--- src/rtl/sr_cmd_sequencer.sv ---
// sr_cmd_sequencer: debounces set/clear buttons and sequences timed s/r
// pulses into a downstream SR flip-flop, verifying q_fb after each command.

// Per-button front end: 2-flop synchronizer, stability debouncer and
// rising-edge detector on the debounced level.
module sr_btn_deb #(
  parameter int DEB_CYCLES = 4
) (
  input  logic clk,
  input  logic rst_n,
  input  logic btn,
  output logic rise
);
  localparam logic [7:0] DEB_LAST = 8'(DEB_CYCLES - 1);

  logic       sync1_q, sync1_d;
  logic       sync2_q, sync2_d;
  logic       deb_q, deb_d;
  logic       deb_dly_q, deb_dly_d;
  logic [7:0] cnt_q, cnt_d;

  // Counter runs only while the synchronized level disagrees with the
  // accepted level; any agreement restarts the stability window.
  always_comb begin
    sync1_d   = btn;
    sync2_d   = sync1_q;
    deb_d     = deb_q;
    deb_dly_d = deb_q;
    cnt_d     = 8'd0;
    if (sync2_q != deb_q) begin
      if (cnt_q == DEB_LAST) begin
        deb_d = sync2_q;
        cnt_d = 8'd0;
      end else begin
        cnt_d = cnt_q + 8'd1;
      end
    end
  end

  // Front-end state registers.
  always_ff @(posedge clk or negedge rst_n) begin
    if (!rst_n) begin
      sync1_q   <= 1'b0;
      sync2_q   <= 1'b0;
      deb_q     <= 1'b0;
      deb_dly_q <= 1'b0;
      cnt_q     <= 8'd0;
    end else begin
      sync1_q   <= sync1_d;
      sync2_q   <= sync2_d;
      deb_q     <= deb_d;
      deb_dly_q <= deb_dly_d;
      cnt_q     <= cnt_d;
    end
  end

  assign rise = deb_q & ~deb_dly_q;
endmodule

module sr_cmd_sequencer #(
  parameter int DEB_CYCLES   = 4,
  parameter int PULSE_CYCLES = 2,
  parameter int CNT_W        = 8
) (
  input  logic             clk,
  input  logic             rst_n,
  input  logic             set_btn,
  input  logic             clr_btn,
  input  logic             q_fb,
  output logic             s,
  output logic             r,
  output logic             busy,
  output logic             done,
  output logic             err,
  output logic [CNT_W-1:0] cmd_count
);
  localparam logic [1:0] IDLE   = 2'd0;
  localparam logic [1:0] DRIVE  = 2'd1;
  localparam logic [1:0] SETTLE = 2'd2;
  localparam logic [1:0] CHECK  = 2'd3;

  localparam int SET_I = 0;
  localparam int CLR_I = 1;
  localparam logic [3:0] PULSE_LAST = 4'(PULSE_CYCLES - 1);

  logic [1:0] btn, rise;

  assign btn = {clr_btn, set_btn};

  for (genvar i = 0; i < 2; i++) begin : g_btn
    sr_btn_deb #(.DEB_CYCLES(DEB_CYCLES)) u_deb (
      .clk  (clk),
      .rst_n(rst_n),
      .btn  (btn[i]),
      .rise (rise[i])
    );
  end

  logic [1:0]       state_q, state_d;
  logic [1:0]       pend_q, pend_d;
  logic             is_set_q, is_set_d;
  logic [3:0]       pcnt_q, pcnt_d;
  logic             s_q, s_d;
  logic             r_q, r_d;
  logic             done_q, done_d;
  logic             err_q, err_d;
  logic [CNT_W-1:0] cnt_q, cnt_d;

  // Command FSM: accept (clear wins), drive pulse, settle, check readback.
  // done/count/err all update on the edge leaving CHECK so they appear
  // together in the following cycle.
  always_comb begin
    state_d  = state_q;
    pend_d   = pend_q | rise;
    is_set_d = is_set_q;
    pcnt_d   = pcnt_q;
    s_d      = s_q;
    r_d      = r_q;
    done_d   = 1'b0;
    err_d    = err_q;
    cnt_d    = cnt_q;
    case (state_q)
      IDLE: begin
        if (pend_q[CLR_I]) begin
          pend_d[CLR_I] = rise[CLR_I];
          is_set_d      = 1'b0;
          r_d           = 1'b1;
          s_d           = 1'b0;
          pcnt_d        = 4'd0;
          state_d       = DRIVE;
        end else if (pend_q[SET_I]) begin
          pend_d[SET_I] = rise[SET_I];
          is_set_d      = 1'b1;
          s_d           = 1'b1;
          r_d           = 1'b0;
          pcnt_d        = 4'd0;
          state_d       = DRIVE;
        end
      end
      DRIVE: begin
        if (pcnt_q == PULSE_LAST) begin
          s_d     = 1'b0;
          r_d     = 1'b0;
          state_d = SETTLE;
        end else begin
          pcnt_d = pcnt_q + 4'd1;
        end
      end
      SETTLE: state_d = CHECK;
      CHECK: begin
        done_d  = 1'b1;
        cnt_d   = cnt_q + CNT_W'(1);
        if (q_fb != is_set_q) err_d = 1'b1;
        state_d = IDLE;
      end
      default: state_d = IDLE;
    endcase
  end

  // Sequencer registers; reset drops s/r immediately and discards any command.
  always_ff @(posedge clk or negedge rst_n) begin
    if (!rst_n) begin
      state_q  <= IDLE;
      pend_q   <= 2'b00;
      is_set_q <= 1'b0;
      pcnt_q   <= 4'd0;
      s_q      <= 1'b0;
      r_q      <= 1'b0;
      done_q   <= 1'b0;
      err_q    <= 1'b0;
      cnt_q    <= '0;
    end else begin
      state_q  <= state_d;
      pend_q   <= pend_d;
      is_set_q <= is_set_d;
      pcnt_q   <= pcnt_d;
      s_q      <= s_d;
      r_q      <= r_d;
      done_q   <= done_d;
      err_q    <= err_d;
      cnt_q    <= cnt_d;
    end
  end

  assign s         = s_q;
  assign r         = r_q;
  assign busy      = (state_q != IDLE);
  assign done      = done_q;
  assign err       = err_q;
  assign cmd_count = cnt_q;
endmodule

--- config.mk ---
export PLATFORM = sky130hd
export DESIGN_NAME = sr_cmd_sequencer
export DESIGN_NICKNAME = d
export VERILOG_FILES = /design/src/rtl/sr_cmd_sequencer.sv
export SDC_FILE = /design/constraint.sdc
export NUM_CORES = 1
export LEC_CHECK = 0
export CAP_MARGIN = 10
export CORE_UTILIZATION = 40
export CTS_BUF_LIST = sky130_fd_sc_hd__clkbuf_2 sky130_fd_sc_hd__clkbuf_4 sky130_fd_sc_hd__clkbuf_8
export DETAILED_ROUTE_END_ITERATION = 10
export PLACE_DENSITY_LB_ADDON = 0.12
export SKIP_CTS_REPAIR_TIMING = 1
export SLEW_MARGIN = 20
export SYNTH_ARGS = -nofsm -noshare
export SYNTH_HDL_FRONTEND = slang
export SYNTH_SLANG_ARGS = --single-unit
--- constraint.sdc ---
create_clock -name clk -period 2.3 [get_ports clk]
set_clock_uncertainty 0.05 [all_clocks]
set_input_delay 0.46 -clock clk [delete_from_list [all_inputs] [get_ports clk]]
set_output_delay 0.46 -clock clk [all_outputs]
set_load 0.03 [all_outputs]
==> impl_metrics.py <==
metrics = {
    "worst_setup_path": {
        "crit_start": "state_q[0]$_DFFE_PN0P_",
        "cp_data_required_time_ns": 1.79,
        "crit_chain": "inv_1 -> ha_1 -> inv_1 -> dlymetal6s2s_1",
        "crit_path_top_delay_cell": "dfrtp_1",
        "cp-end-kind": "primary output",
        "cp.arrival_ns": 1.48,
        "startpoint_type": "register",
        "critPathMostFrequentCell": "inv_1",
        "path_class": "register to primary output",
        "cp_top_family": "buffers and inverters",
        "cpPeakStageDelay_ns": 0.39,
        "cp_max_fo": 6,
        "critical_path_buf_inv_count": 3,
        "r2r_start": "pcnt_q[1]$_DFFE_PN0P_",
    },
    "hold_path": {
        "hp-class": "primary input to asynchronous set/reset pin",
    },
    "cells_and_area": {
        "final_common_cell": "dfrtp_1",
        "finalCoreUtilization_pct": 50.5,
        "final_cell_mix": "dfrtp_1 (45), clkdlybuf4s50_1 (15), nor2_1 (14)",
        "drive_gt1_share_pct": 10.1,
        "final_nets": 224,
        "instances_no_fill": 275,
        "antennaDiodeCount": 0,
        "syn2layout_area_growth_pct": 19.0,
    },
    "logic_synthesis": {
        "synthesis.area_um2": 2060,
        "synth_nets": 198,
        "ys_seq_area_share_pct": 54.8,
        "postSynthCellCount": 181,
        "ys_warn_count": 0,
        "ys_ff_latch": 45,
        "avgSynthCellArea_um2": 11.4,
        "synth_cell_type_count": 36,
    },
    "floorplan": {
        "core-area_um2": 4850,
        "initial_core_util_pct": 42.4,
        "dieWidth_um": 73.7,
        "die_area_um2": 5430,
        "die_y_um": 73.7,
        "io_pins": 18,
        "rows": 25,
    },
    "global_routing": {
        "first_global_vias": 1398,
        "grtUsageTotal_pct": 14.8,
        "overflow": 0,
        "antenna_found_initial": 0,
        "grt_first_pass_wirelength_mm": 6.08,
        "grt_start_max_net_pins": 37,
    },
    "power": {
        "powerDensity_nw_per_um2": 1180,
        "leakagePower_nw": 1.11,
        "total_power_w": 0.00289,
        "vdd_drop_max_mv": 0.541,
    },
    "timing": {
        "setup_viol": 0,
        "worst_pin_slew_ns": 0.811,
        "post-route-period-util_pct": 86.7,
        "fmax_ghz": 0.502,
        "rsz0062_at_grt": "no",
        "period_needed_ns": 1.99,
        "hold_violations": 0,
        "fin_tns_setup_ns": 0,
        "maxSlewViolCount": 0,
        "relSlewSlack_pct": 45.9,
    },
    "placement": {
        "io_buffer_count": 17,
        "gp_congestion": 0.776,
        "dp_cells": 267,
        "dpl.hpwl_mm": 2.45,
    },
    "clocking": {
        "htreeDepth": 2,
        "cts_buffers": 5,
        "numClockSinks": 45,
        "path_clk_slew_ns": 0.08,
        "cts_tree": "done",
        "clockRootBuffer": "clkbuf_8",
        "cts.path.max_buffers": 2,
        "insertion_delay_ns": 0.30,
    },
    "route": {
        "antenna_left": 0,
        "route.vias.total": 1402,
        "wirelength_mm": 3.46,
        "vias_per_cell": 5.10,
        "drt-initial-drc-count": 76,
        "dr.pass1.iters": 4,
        "avgRoutedWirePerCell_um": 12.6,
        "drc": 0,
    },
    "run": {
        "max-cap-violations": 0,
    },
    "outcome": {
        "outcome": "complete, no violations",
    },
}
worst register-to-register path, stage by stage, from the launching register on:
cell	delay [ns]
dfrtp_1	0.41
inv_1	0.08
ha_1	0.16
or3b_2	0.48
a21oi_1	0.28
mux2_2	0.37
final timing paths:
check,end,slack [ns],cells past startpoint
min,cmd_count[2]$_DFFE_PN0P_,0.20,1
min reg2reg,g_btn[0].u_deb.sync2_q$_DFF_PN0_,0.31,0
min in group clk,g_btn[0].u_deb.sync2_q$_DFF_PN0_,0.31,0
max reg2reg,state_q[1]$_DFFE_PN0P_,0.36,5
max,busy,0.31,4
max in group asynchronous,g_btn[1].u_deb.cnt_q[7]$_DFF_PN0_,1.39,2
power by group:
| part | switching [W] | leakage (nW) | internal, W |
|---|---|---|---|
| Combinational | 0.000578 | 0.474 | 0.000473 |
| Clock | 0.000260 | 0.0619 | 0.000366 |
| Sequential | 0.000217 | 0.577 | 0.000996 |
| Total | 0.00105 | 1.11 | 0.00184 |
stage by stage:
stage | cell area, um^2 | worst slack (ns) | hold slack, ns
after floorplan | 2060 | 0.501 | 0.114
after global placement | 2320 | 0.303 | 0.287
after detailed placement | 2320 | 0.246 | 0.292
after CTS | 2440 | -0.0979 | 0.219
after global routing | 2450 | 0.196 | 0.246
final | 2450 | 0.306 | 0.195
layer usage:
layer | routed length [um] | vias to the layer above | global-route usage (%)
met5 | 0 | - | 0
met4 | 92 | 0 | 7.05
met3 | 116 | 10 | 4.53
met2 | 1620 | 24 | 24.4
met1 | 1630 | 675 | 17.6
li1 | - | 693 | -
cell families after synthesis:
kind of cell / synth area share [%]
simple gates: 15.9
flops: 54.8
mux: 2.62
fa+ha+maj: 7.30
buf+inv: 2.19
compound gates: 10.3
xor+xnor: 6.82
state kept, by name, indices dropped and copies added, names as in the netlist, 2 cells and up:
signal                 flops
g_btn.u_deb.cnt_q         16
cmd_count                  8
pcnt_q                     4
g_btn.u_deb.deb_dly_d      2
g_btn.u_deb.deb_dly_q      2
g_btn.u_deb.sync1_q        2
g_btn.u_deb.sync2_q        2
pend_q                     2
state_q                    2
cell type report:
class                   instances  area [um^2]
fillers                       437         2400
inverters                      11         41.3
clock inverters                 1         30.0
clock buffers                   7         90.1
multi-input cells             124          885
well taps                      67         83.8
flip-flops and latches         45         1130
repair buffers                 20          190
cell usage after synthesis (all sizes together):
library cell / instances / area [um^2]
ha: 12 / 150
a211o: 3 / 26.3
a22oi: 1 / 7.51
nor2: 14 / 52.6
nor4: 4 / 31.3
o41ai: 2 / 36.3
a21o: 2 / 15.0
and2: 1 / 6.26
xor2: 10 / 87.6
o31ai: 1 / 7.51
nand3: 10 / 50.1
nand2: 7 / 26.3
or4b: 1 / 13.8
clkbuf: 1 / 3.75
nand2b: 2 / 12.5
and3: 2 / 12.5
or3: 6 / 37.5
a21oi: 11 / 55.1
nand4: 4 / 25.0
inv: 11 / 41.3
o22ai: 2 / 12.5
nor3: 3 / 15.0
mux2: 3 / 33.8
o2bb2ai: 1 / 8.76
a31o: 1 / 8.76
mux2i: 2 / 20.0
nor4b: 1 / 8.76
dfrtp: 45 / 1130
o21ai: 7 / 35.0
nor2b: 1 / 6.26
or2: 1 / 6.26
or3b: 1 / 8.76
xnor2: 6 / 52.6
nor3b: 2 / 15.0
No activity file was read; power rests on OpenSTA's default activity.
